[src/rtl/demux_stream_1ton.sv]
// Registered 1-to-N stream demultiplexer with valid/ready handshake.
// Each output channel owns a one-entry holding register; steering is by sel or round-robin.
module demux_stream_1ton #(
   parameter int WIDTH    = 8,
   parameter int CHANNELS = 4,
   parameter int MODE     = 0,
   localparam int SEL_W   = (CHANNELS > 1) ? $clog2(CHANNELS) : 1
) (
   input  logic                      clk,
   input  logic                      rst,
   input  logic                      in_valid,
   output logic                      in_ready,
   input  logic [WIDTH-1:0]          in_data,
   input  logic [SEL_W-1:0]          sel,
   output logic [CHANNELS-1:0]       out_valid,
   input  logic [CHANNELS-1:0]       out_ready,
   output logic [CHANNELS*WIDTH-1:0] out_data,
   output logic [SEL_W-1:0]          rr_ptr,
   output logic [7:0]                drop_cnt
);

   localparam int              PAD_N  = 1 << SEL_W;
   localparam logic [SEL_W:0]   CH_LIM = (SEL_W+1)'(CHANNELS);
   localparam logic [SEL_W-1:0] LAST   = SEL_W'(CHANNELS - 1);

   logic [CHANNELS-1:0]       vld_p0;
   logic [CHANNELS*WIDTH-1:0] data_p0;
   logic [SEL_W-1:0]          rr_p0;
   logic [7:0]                drop_p0;

   logic [SEL_W-1:0]    tgt;
   logic                tgt_ok;
   logic                accept;
   logic [PAD_N-1:0]    free_pad;
   logic [CHANNELS-1:0] load;

   function automatic logic [7:0] sat_inc(input logic [7:0] v);
      return (v == 8'hFF) ? v : v + 8'd1;
   endfunction

   function automatic logic [SEL_W-1:0] rr_next(input logic [SEL_W-1:0] v);
      return (v == LAST) ? '0 : v + 1'b1;
   endfunction

   assign tgt    = (MODE == 1) ? rr_p0 : sel;
   assign tgt_ok = ({1'b0, tgt} < CH_LIM);

   // Padded to a power of two so an out-of-range select indexes a defined bit.
   assign free_pad = PAD_N'(~vld_p0 | out_ready);
   assign in_ready = tgt_ok ? free_pad[tgt] : (MODE == 0);
   assign accept   = in_valid & in_ready;

   always_comb begin
      load = '0;
      for (int k = 0; k < CHANNELS; k++) begin
         load[k] = accept & tgt_ok & (tgt == SEL_W'(k));
      end
   end

   // Stage p0: per-channel holding registers, pointer and drop counter
   always_ff @(posedge clk) begin
      if (rst) begin
         vld_p0  <= '0;
         data_p0 <= '0;
         rr_p0   <= '0;
         drop_p0 <= '0;
      end else begin
         for (int k = 0; k < CHANNELS; k++) begin
            if (load[k]) begin
               vld_p0[k]                  <= 1'b1;
               data_p0[k*WIDTH +: WIDTH]  <= in_data;
            end else if (out_ready[k]) begin
               vld_p0[k] <= 1'b0;
            end
         end
         if ((MODE == 1) && accept) begin
            rr_p0 <= rr_next(rr_p0);
         end
         if (accept && !tgt_ok) begin
            drop_p0 <= sat_inc(drop_p0);
         end
      end
   end

   assign out_valid = vld_p0;
   assign out_data  = data_p0;
   assign rr_ptr    = rr_p0;
   assign drop_cnt  = drop_p0;

endmodule

[config.mk]
export PLATFORM = sky130hd
export DESIGN_NAME = demux_stream_1ton
export DESIGN_NICKNAME = d
export VERILOG_FILES = /design/src/rtl/demux_stream_1ton.sv
export SDC_FILE = /design/constraint.sdc
export NUM_CORES = 1
export LEC_CHECK = 0
export CAP_MARGIN = 0
export CORE_MARGIN = 5
export CORE_UTILIZATION = 30
export CTS_BUF_LIST = sky130_fd_sc_hd__clkbuf_8
export CTS_CLUSTER_SIZE = 28
export DETAILED_ROUTE_END_ITERATION = 8
export PLACE_DENSITY_LB_ADDON = 0.3
export SETUP_SLACK_MARGIN = 0.2
export SLEW_MARGIN = 30
export SYNTH_ARGS = -nofsm -noshare
export SYNTH_HDL_FRONTEND = slang
export SYNTH_SLANG_ARGS = --single-unit
export TNS_END_PERCENT = 5
[constraint.sdc]
create_clock -name clk -period 2.1 [get_ports clk]
set_input_delay 0.315 -clock clk [delete_from_list [all_inputs] [get_ports clk]]
set_output_delay 0.315 -clock clk [all_outputs]
set_load 0.01 [all_outputs]
======== Word level (Yosys, flattened, before mapping) ========
Cells that the tools add are included.
storage, ports and cells
  output and inout port bits .............. 47
  bits in registers ....................... 36
  input port bits ......................... 17
  word-level logic and storage cells ...... 34
cells by class
  magnitude comparators ................... 1
  reduce and logical (&&, ||, !) cells .... 5
  equal/unequal tests ..................... 3
  mux-type cells .......................... 10
  bitwise gates (word level) .............. 7
operators by type and width
  cell                count
  $mux 1              9
  $reduce_bool 2->1   4
  $and 1x1->1         5
  $eq 2x2->1 const B  2
  $not 4->4           1
  $or 4x4->4          1
  $lt 2x3->1 const B  1
  $bmux 1 s2          1
  $eq 2x1->1 const B  1
  $logic_not 2->1     1

======== Depth between registers and ports, before layout ========
Gate-level depths: netlist (run 1).
  depth in word-level cells ............... 7
  gate-level depth with buffers ........... 4
  depth with buffers taken out ............ 3

======== Worst setup path after synthesis (run 1) ========
OpenSTA, ideal clock, no wires.
  path type ............................... input to output
  start ................................... input out_ready[3]
  end ..................................... output in_ready
  data arrival time ....................... 0.989 ns
  path slack .............................. 0.796 ns
  stages .................................. 2
  path through ............................ nand2b_1 mux4_2
on the way
  word-level cells in the longest chain between the ends .. 3
RTL lines
  item                          line  source
  start: declaration            16    input logic [CHANNELS-1:0] out_ready,
  $or 4x4->4                    49    assign free_pad = PAD_N'(~vld_p0 | out_ready);
  $bmux 1 s2                    50    assign in_ready = tgt_ok ? free_pad[tgt] : (MODE == 0);
  $mux 1 (not written as such)  50
  end: declaration              12    output logic in_ready,
No other way between the ends. The select of a mux whose other input is x is not followed.

======== Worst setup path after layout (run 1) ========
Same ends and word-level chain as after synthesis.

==> results.json, run 1 <==
{
  "synthXorXnorAreaFrac_pct": 0,
  "layout.nets": 222,
  "path_clk_slew_ns": 0.07,
  "drv_slew": 0,
  "initial_core_util_pct": 30.57,
  "rsz0062_at_grt": "false",
  "path_max_fanout": 2,
  "yosys.area_share.simple_pct": 21.67,
  "final_cell_mix": "clkdlybuf4s50_1 (52), nand2b_1 (44), dfxtp_1 (36)",
  "r2r_cells": 4,
  "syn-cell-area_mm2": 0.001541,
  "grt_max_degree": 45,
  "synth.area.top_cells": "dfxtp_1 (47%), mux2i_1 (21%), nand2b_1 (18%), buf_4 (5.4%), buf_6 (1.5%)",
  "fmax_ghz": 0.5567,
  "cts_buffers": 5,
  "hold_ws_ns": 0.4716,
  "grtUsageTotal_pct": 11.65,
  "synthMuxAreaShare_pct": 22.24,
  "num_vias": 1130,
  "grt_pass1_vias": 1164,
  "drt_iter0_drc": 25,
  "path_cells": "clkdlybuf4s50_1 > nand2b_1 > mux4_2 > buf_2",
  "timing.final.crit_share_pct": 85.54,
  "port_buffers": 53,
  "grt_pass1_wl_um": 5809,
  "yosysTopAreaCellShare_pct": 46.75,
  "r2r-start": "out_valid[3]",
  "dieArea_mm2": 0.006672,
  "rrSetupSlack_ns": 0.92,
  "hp-start": "out_data[17]",
  "yosys.cell_types.count": 16,
  "yosysWarningCount": 0,
  "io_pins": 64,
  "antenna_cells": 0,
  "min_to": "out_data[17]",
  "critPathKind": "in2out",
  "routedWlPerCell_um": 12.85,
  "die_y_um": 81.68,
  "antenna_found_initial": 0,
  "worstSetupStartpointType": "primary input",
  "routed_via_density": 4.094,
  "hpwl_um": 2579,
  "ir_drop_uv": 306.4,
  "gp_congestion": 0.6729,
  "maxCapViolations": 0,
  "rr_endpoint": "out_data[25]",
  "dpl_cell_area_mm2": 0.002168,
  "cp_data_required_time_ns": 1.78,
  "post_cts_buffers": 0,
  "synth_fa_ha_area_share_pct": 0,
  "insertion_delay_ns": 0.29,
  "fp-row-count": 26,
  "cp.depth": 4,
  "htreeDepth": 2,
  "finalCriticalPeriod_ns": 1.796,
  "layout-drive-gt1-share_pct": 11.65,
  "pwr_density_cell_mw_per_mm2": 637.3,
  "cp_num_buf_inv": 2,
  "avgSynthCellArea_um2": 10.86,
  "p_leak_nw": 0.9590,
  "synth_top_family_by_area": "multiplexers",
  "design_area_mm2": 0.002260,
  "tritoncts": "yes",
  "synth.yosys.seq_area_share_pct": 46.75,
  "syn2layout_area_growth_pct": 46.59,
  "final_common_cell": "clkdlybuf4s50_1",
  "clock_skew_ns": 0.004847,
  "synth_seq_cells": 36,
  "numClockSinks": 36,
  "endpoint_kind": "output pin",
  "setup_viol_count_final": 0,
  "drt_pass1_iterations": 4,
  "hp-class": "reg2reg",
  "hold_depth": 2,
  "hold_violations": 0,
  "fill_cells": 497,
  "synth-compound-area-share_pct": 1.299,
  "synth_area_leader_cell": "dfxtp_1",
  "fp.dieW_um": 81.68,
  "slowest_delay_ns": 0.46,
  "worstPathArrival_ns": 1.48,
  "critPathTopFamily": "buffers and inverters",
  "drt_wl_total_um": 3547,
  "ant_nets": 0,
  "cts_buffer_depth": 2,
  "drc": 0,
  "cpMaxStageDelayCell": "mux4_2",
  "status": "finished clean",
  "coreArea_mm2": 0.005042,
  "overflow": 0,
  "postSynthCellCount": 142,
  "clockRootBuffer": "clkbuf_8"
}
==> logic make-up (layout without fill, tap and decap cells) <==
logic type             Yosys count  count (layout)
AND/OR/NAND/NOR                 51              51
flip-flops                      36              36
multiplexers                    33              33
buffers and inverters           17              72
AO/OA/AOI/OAI                    4               4
other                            1              10
==> repair_timing <==
item,4_1_cts,5_1_grt
endpoints found under the setup margin,1,1
resized for setup,3,1
hold buffers,0,0
==> cells in the mapped netlist <==
cell / n
conb_1: 1
buf_6: 2
nand3_1: 1
nor2b_2: 1
and4_2: 1
buf_4: 11
mux4_2: 1
nand3b_1: 1
a21oi_1: 4
nand2b_1: 44
and3_1: 1
dfxtp_1: 36
nand4_2: 1
mux2i_1: 32
nand4b_1: 1
clkbuf_1: 4
==> metal layers <==
| metal | GRT usage, % | vias up | routed length, µm |
|---|---|---|---|
| li1 | - | 574 | - |
| met1 | 14.30 | 512 | 1614 |
| met2 | 18.65 | 37 | 1603 |
| met3 | 5.482 | 7 | 296 |
| met4 | 2.492 | 0 | 33 |
| met5 | 0 | - | 0 |
==> registers in the layout, indices dropped and copies added, names as in the netlist <==
signal and count:
out_data 32, out_valid 4
==> power by group <==
part	switching, W	internal (W)
Combinational	0.0000830	0.000115
Sequential	0.0000123	0.000707
Clock	0.000255	0.000268
Total	0.000350	0.00109
==> worst max path at each step <==
stage | slack, ns | from | end
floorplan | 0.80 | out_ready[3] | in_ready
global placement | -0.02 | out_ready[3] | in_ready
detailed placement | -0.04 | out_ready[3] | in_ready
CTS | 0.21 | out_ready[3] | in_ready
global route | 0.24 | out_ready[3] | in_ready
finish | 0.30 | out_ready[3] | in_ready
==> worst register-to-register path: stages (launching register included) <==
cell and delay [ns]:
dfxtp_1 0.32, nand2b_1 0.08, buf_4 0.13, nand4_2 0.32, mux2i_1 0.26
==> stage by stage <==
step	setup TNS [ns]	utilization [%]	power (W)	worst slack [ns]	std cells
finish	0	44.81	0.001440	0.3036	276
global route	0	44.81	0.001521	0.2390	276
CTS	0	44.94	0.001472	0.2051	276
detailed placement	-0.04319	43.00	0.0009359	-0.04319	268
global placement	-0.01618	43.00	0.0009352	-0.01618	268
floorplan	0	-	0.0008402	0.7963	151
==> cell type report <==
| cell class | instances | area [µm²] | area share [%] |
|---|---|---|---|
| tap | 70 | 87.58 | 3.876 |
| clock inverter | 2 | 13.76 | 0.6091 |
| timing repair buffer | 64 | 620.6 | 27.46 |
| clock buffer | 6 | 82.58 | 3.654 |
| sequential | 36 | 720.7 | 31.89 |
| multi-input combinational | 98 | 734.5 | 32.50 |
Note: power is estimated with default switching activity, not from simulation.
==> inputs of run 2 (changes only) <==
Settings changed: ABC_AREA set to 1, CAP_MARGIN 0 to unset.
==> run 2 against run 1 <==
Sequential power rose by 3%. Maximum frequency down 1.2%. Sequential share of layout area decreased by 3.6 points. Flip-flop and latch count unchanged. Register-to-register slack lost 0.20 ns. Highest routed layer unchanged. Worst setup slack got worse by 0.022 ns. Final cell count is 51% higher. Global-route usage grew 0.13 points. Critical endpoint unchanged. Critical path depth grew 3.
==> results.json, run 2 <==
{
  "num_vias": 1653,
  "synth_seq_cells": 36,
  "fmax_ghz": 0.5499,
  "yosysMostFrequentCell": "nand2_1",
  "synth.yosys.seq_area_share_pct": 38.92,
  "dieArea_mm2": 0.007844,
  "fill_cells": 648,
  "cp_data_required_time_ns": 1.78,
  "drv_slew": 0,
  "final_common_cell": "nand2_1",
  "largest_register_ffs": 32,
  "timing.final.crit_share_pct": 86.60,
  "rr_endpoint": "out_data[25]",
  "hp-class": "reg2reg",
  "layout-drive-gt1-share_pct": 9.649,
  "worstPathArrival_ns": 1.50,
  "synth_area_leader_cell": "dfxtp_1",
  "clock_skew_ns": 0.003115,
  "yosysWarningCount": 0,
  "port_buffers": 53,
  "clockRootBuffer": "clkbuf_8",
  "async_reset_ff_share_pct": 0,
  "maxCapViolations": 0,
  "insertion_delay_ns": 0.28,
  "fp.dieW_um": 88.57,
  "dp.cells": 409,
  "grt_max_degree": 33,
  "cts_buffer_depth": 2,
  "initial_core_util_pct": 31.09,
  "drt_iter0_drc": 69,
  "endpoint_kind": "output pin",
  "p_leak_nw": 1.280,
  "cts_buffers": 5,
  "setup-tns-final_ns": 0,
  "numClockSinks": 36,
  "finalCriticalPeriod_ns": 1.819,
  "grt_pass1_wl_um": 7162,
  "postSynthCellCount": 279,
  "drt_wl_total_um": 4184,
  "pwr_density_cell_mw_per_mm2": 597.4,
  "cts_hold_buf": 0,
  "antenna_cells": 0,
  "htreeDepth": 2,
  "routedWlPerCell_um": 10.03,
  "hold_violations": 0,
  "routed_via_density": 3.964,
  "finalNonFillerCells": 417,
  "ant_nets": 0,
  "path_clk_slew_ns": 0.07,
  "setup_viol_count_final": 0,
  "netlist_top_cells_count": "nand2_1 (68), inv_1 (65), nor2_1 (54), dfxtp_1 (36), nand4_1 (16)",
  "worstSetupStartpointType": "primary input",
  "rrSetupSlack_ns": 0.72,
  "tritoncts": "yes",
  "hp-start": "out_data[16]",
  "seqCellArea_um2": 720.7,
  "hold_ws_ns": 0.5097,
  "drt_pass1_iterations": 4,
  "status": "finished clean",
  "coreArea_mm2": 0.005956,
  "r2r-start": "out_valid[1]",
  "die_y_um": 88.57,
  "io_pins": 64,
  "layout.nets": 358,
  "synth.area.top_cells": "dfxtp_1 (39%), nand2_1 (14%), inv_1 (13%), nor2_1 (11%), nand4_1 (5.4%)",
  "yosys.cell_types.count": 19,
  "grtUsageTotal_pct": 11.79,
  "timing.final.ws_setup_ns": 0.2814,
  "final_cell_mix": "nand2_1 (68), inv_1 (67), nor2_1 (54)",
  "fp-row-count": 28,
  "min_to": "out_data[16]",
  "yosysTopAreaCellShare_pct": 38.92,
  "path_max_fanout": 4,
  "synth_edf_count": 0,
  "syn2layout_area_growth_pct": 37.70,
  "critPathKind": "in2out",
  "syn-cell-area_mm2": 0.001852,
  "gp_congestion": 0.7707,
  "grt_pass1_vias": 1596,
  "overflow": 0,
  "r2r_cells": 10,
  "synth_top_flop_cell": "dfxtp_1",
  "hold_depth": 4,
  "place_ws_ns": -0.03759,
  "avgSynthCellArea_um2": 6.637,
  "final_util_pct": 42.82,
  "multi_input_area_um2": 759.5,
  "rsz0062_at_grt": "false",
  "drc": 0,
  "hpwl_um": 3248,
  "antenna_found_initial": 0,
  "ir_drop_uv": 368.9
}
## run 2: cell count changes after synthesis, moves of 4 or more
cell      change
nand2b_1     -44
nand4_1      +16
nor2_1       +54
mux2i_1      -32
nand2_1      +68
nand2_2       +4
inv_1        +65
## run 2: power breakdown
part	switching [W]	total [W]	internal [W]	leakage (nW)
combinational	0.000153	0.000298	0.000145	0.932
sequential	0.0000183	0.000738	0.000720	0.294
clock	0.000230	0.000488	0.000258	0.0538
total	0.000402	0.00152	0.00112	1.28
## run 2: cell type report
class,instances,share of cell area (%)
clock buffer,6,3.238
tap,75,3.680
multi-input combinational,164,29.78
sequential,36,28.26
timing repair buffer,65,24.39
clock inverter,2,0.2944
inverter,69,10.35
## run 2: worst max-delay path, cell delays in order
cell             delay, ns
clkdlybuf4s50_1       0.55
inv_2                 0.09
nor2_8                0.09
nand2_2               0.07
nand2_4               0.09
nor2_8                0.04
dlygate4sd2_1         0.28
## run 2: repair_timing
| action | in CTS | in global routing |
|---|---|---|
| resized for setup | 1 | 1 |
| buffers inserted | 0 | 0 |
| cloned | 0 | 0 |
| hold endpoints to repair | 0 | 0 |
| endpoints found under the setup margin | 1 | 1 |
| pin swaps | 0 | 1 |
## run 2: how the worst max path moves through the flow
stage | startpoint | end | slack [ns] | depth (start not counted)
2_1_floorplan | sel[0] | in_ready | 0.76 | 7
3_3_place_gp | sel[0] | in_ready | -0.02 | 8
3_5_place_dp | sel[0] | in_ready | -0.04 | 8
4_1_cts | sel[0] | in_ready | 0.21 | 8
5_1_grt | sel[1] | in_ready | 0.23 | 7
6_report | sel[1] | in_ready | 0.28 | 7
## run 2: cell families after synthesis
family / synth area share [%]
other cells: 0.2025
flops: 38.92
compound gates: 1.081
buf+inv: 21.89
simple gates: 37.90
## run 2: through the flow
step / instance area, µm² / power [W]
detailed placement: 2459 / 0.001055
finish: 2550 / 0.001523
CTS: 2547 / 0.001552
global placement: 2459 / 0.001052
floorplan: 1886 / 0.0009236
global route: 2550 / 0.001627
## run 2: layer usage
layer  up-vias  share of wire (%)  GRT usage (%)
met5         -                  0              0
met4         0               0.98          4.258
met3         6                8.0          4.842
met2        39                 44          18.22
met1       697                 47          14.77
li1        911                  -              -
==> RTL edit, RTL diff (config.mk and constraints of run 2) <==
`MODE`: 0 -> 1.
--- a/src/rtl/demux_stream_1ton.sv
+++ b/src/rtl/demux_stream_1ton.sv
@@ -3,7 +3,7 @@
 module demux_stream_1ton #(
    parameter int WIDTH    = 8,
    parameter int CHANNELS = 4,
-   parameter int MODE     = 0,
+   parameter int MODE     = 1,
    localparam int SEL_W   = (CHANNELS > 1) ? $clog2(CHANNELS) : 1
 ) (
    input  logic                      clk,
Check against the original RTL: not equivalent (Yosys sat finds a counterexample within 4 cycles, from zero or initial values and one cycle with rst high).
==> RTL edit against run 2 <==
- design area grew 3.2%
- clock power shrank 6.1%
- worst setup slack gained 0.078 ns
- area after synthesis grew 7.8%
- wire length grew 15%
- synthesized cell count grew 7.5%
- sequential cell count grew 2
- power grew 15%
- largest power group unchanged
==> RTL edit: results (changes against run 2) <==
<table>
<tr><th>Metric</th><th>Value</th></tr>
<tr><th colspan="2">Placed design</th></tr>
<tr><td>Setup slack after placement</td><td>0.0686 ns (+0.106 ns)</td></tr>
<tr><td>RePlAce Congestion</td><td>0.764 (-0.84%)</td></tr>
<tr><td>Placed Cells</td><td>418 (+2.2%)</td></tr>
<tr><td>HPWL after detailed placement</td><td>3540 µm (+9.1%)</td></tr>
<tr><td>Placed inst area</td><td>2560 µm² (+4.0%)</td></tr>
<tr><th colspan="2">Worst setup path</th></tr>
<tr><td>Maximum single-stage delay on the critical path</td><td>0.46 ns (-0.09 ns)</td></tr>
<tr><td>Largest driver fanout on the critical path</td><td>2 (-2)</td></tr>
<tr><td>Worst reg2reg path depth</td><td>6 (-4)</td></tr>
<tr><td>Reg-to-Reg Start</td><td>rr_ptr[0]</td></tr>
<tr><td>Reg-to-Reg End</td><td>out_data[31]</td></tr>
<tr><td>Worst setup slack for register-to-register paths</td><td>0.65 ns (-0.07 ns)</td></tr>
<tr><th colspan="2">GRT</th></tr>
<tr><td>Total global routing track utilization</td><td>12.1% (+0.29 points)</td></tr>
<tr><td>Met2 demand-to-capacity share in global routing</td><td>19.4% (+1.2 points)</td></tr>
<tr><th colspan="2">Routing</th></tr>
<tr><td>Number of vias in the routed layout</td><td>1766 (+6.8%)</td></tr>
<tr><td>Iteration-0 DRC Markers</td><td>98 (+42%)</td></tr>
<tr><th colspan="2">Run status</th></tr>
<tr><td>Outcome</td><td>finished, final reports clean</td></tr>
<tr><th colspan="2">Timing</th></tr>
<tr><td>Worst hold-check slack</td><td>0.485 ns (-0.0250 ns)</td></tr>
<tr><td>Clock skew after layout</td><td>0.00572 ns (+0.00261 ns)</td></tr>
<tr><th colspan="2">Synthesis</th></tr>
<tr><td>Number of unique standard cell types used by synthesis</td><td>18 (-1)</td></tr>
<tr><td>Mean cell area of the mapped netlist</td><td>6.65 µm² (+0.23%)</td></tr>
<tr><td>Part of the Yosys area used for sequential elements</td><td>38.1% (-0.80 points)</td></tr>
<tr><td>Leading cell types by count after synthesis</td><td>sky130_fd_sc_hd__inv_1, sky130_fd_sc_hd__nand2_1, sky130_fd_sc_hd__dfxtp_1</td></tr>
<tr><th colspan="2">Power and ir drop</th></tr>
<tr><td>Switching share of power</td><td>30.9% (+4.5 points)</td></tr>
<tr><td>Highest ir drop seen on vdd</td><td>285 µV (-23%)</td></tr>
<tr><th colspan="2">Cells and area</th></tr>
<tr><td>Final #Nets</td><td>369 (+3.1%)</td></tr>
<tr><td>Layout filler cell count</td><td>693 (+6.9%)</td></tr>
<tr><th colspan="2">Hold path</th></tr>
<tr><td>Worst Hold Path Cells</td><td>2 (-2)</td></tr>
<tr><td>Worst hold start</td><td>out_valid[0]</td></tr>
<tr><td>Hold-critical path endpoint</td><td>out_valid[0]</td></tr>
</table>
RTL edit: final cells by class:
class	instances	area share, %
Tap cell	77	3.66
Sequential cell	38	28.9
Inverter	79	11.3
Clock inverter	2	0.285
Multi-Input combinational cell	167	31.1
Timing Repair Buffer	57	22.2
Clock buffer	5	2.62
RTL edit: worst max-delay path, delay by kind of cell:
family | cells | cell delay, ns
buffers and inverters | 3 | 0.83
AND/OR/NAND/NOR | 3 | 0.28
RTL edit: cells by family after synthesis:
| family | count (synthesis) | share of synthesized area, % |
|---|---|---|
| AND/OR/NAND/NOR | 149 | 35.4 |
| AO/OA/AOI/OAI | 6 | 1.50 |
| buffers and inverters | 102 | 22.3 |
| other | 1 | 0.188 |
| flip-flops | 38 | 38.1 |
| adder cells (fa/ha/maj) | 4 | 2.51 |
RTL edit: worst max-delay path by stage:
stage	startpoint	to	slack [ns]	cells past startpoint
2_1_floorplan	rr_ptr[0]	in_ready	0.81	5
3_3_place_gp	out_ready[0]	in_ready	0.07	6
3_5_place_dp	out_ready[2]	in_ready	0.07	6
4_1_cts	out_ready[2]	in_ready	0.34	6
5_1_grt	out_ready[2]	in_ready	0.25	6
6_report	out_ready[2]	in_ready	0.36	6
RTL edit: power by group through the flow:
| stage | Sequential (mW) | Combinational, mW | Clock, mW |
|---|---|---|---|
| global route | 0.814 | 0.551 | 0.511 |
| finish | 0.807 | 0.487 | 0.458 |
| CTS | 0.807 | 0.491 | 0.485 |
| detailed placement | 0.823 | 0.490 | 0 |
| global placement | 0.824 | 0.488 | 0 |
| floorplan | 0.847 | 0.283 | 0 |
RTL edit: layer usage:
metal	up-vias	routed length, µm
li1	970	-
met1	753	2350
met2	38	2120
met3	5	284
met4	0	56
met5	-	0
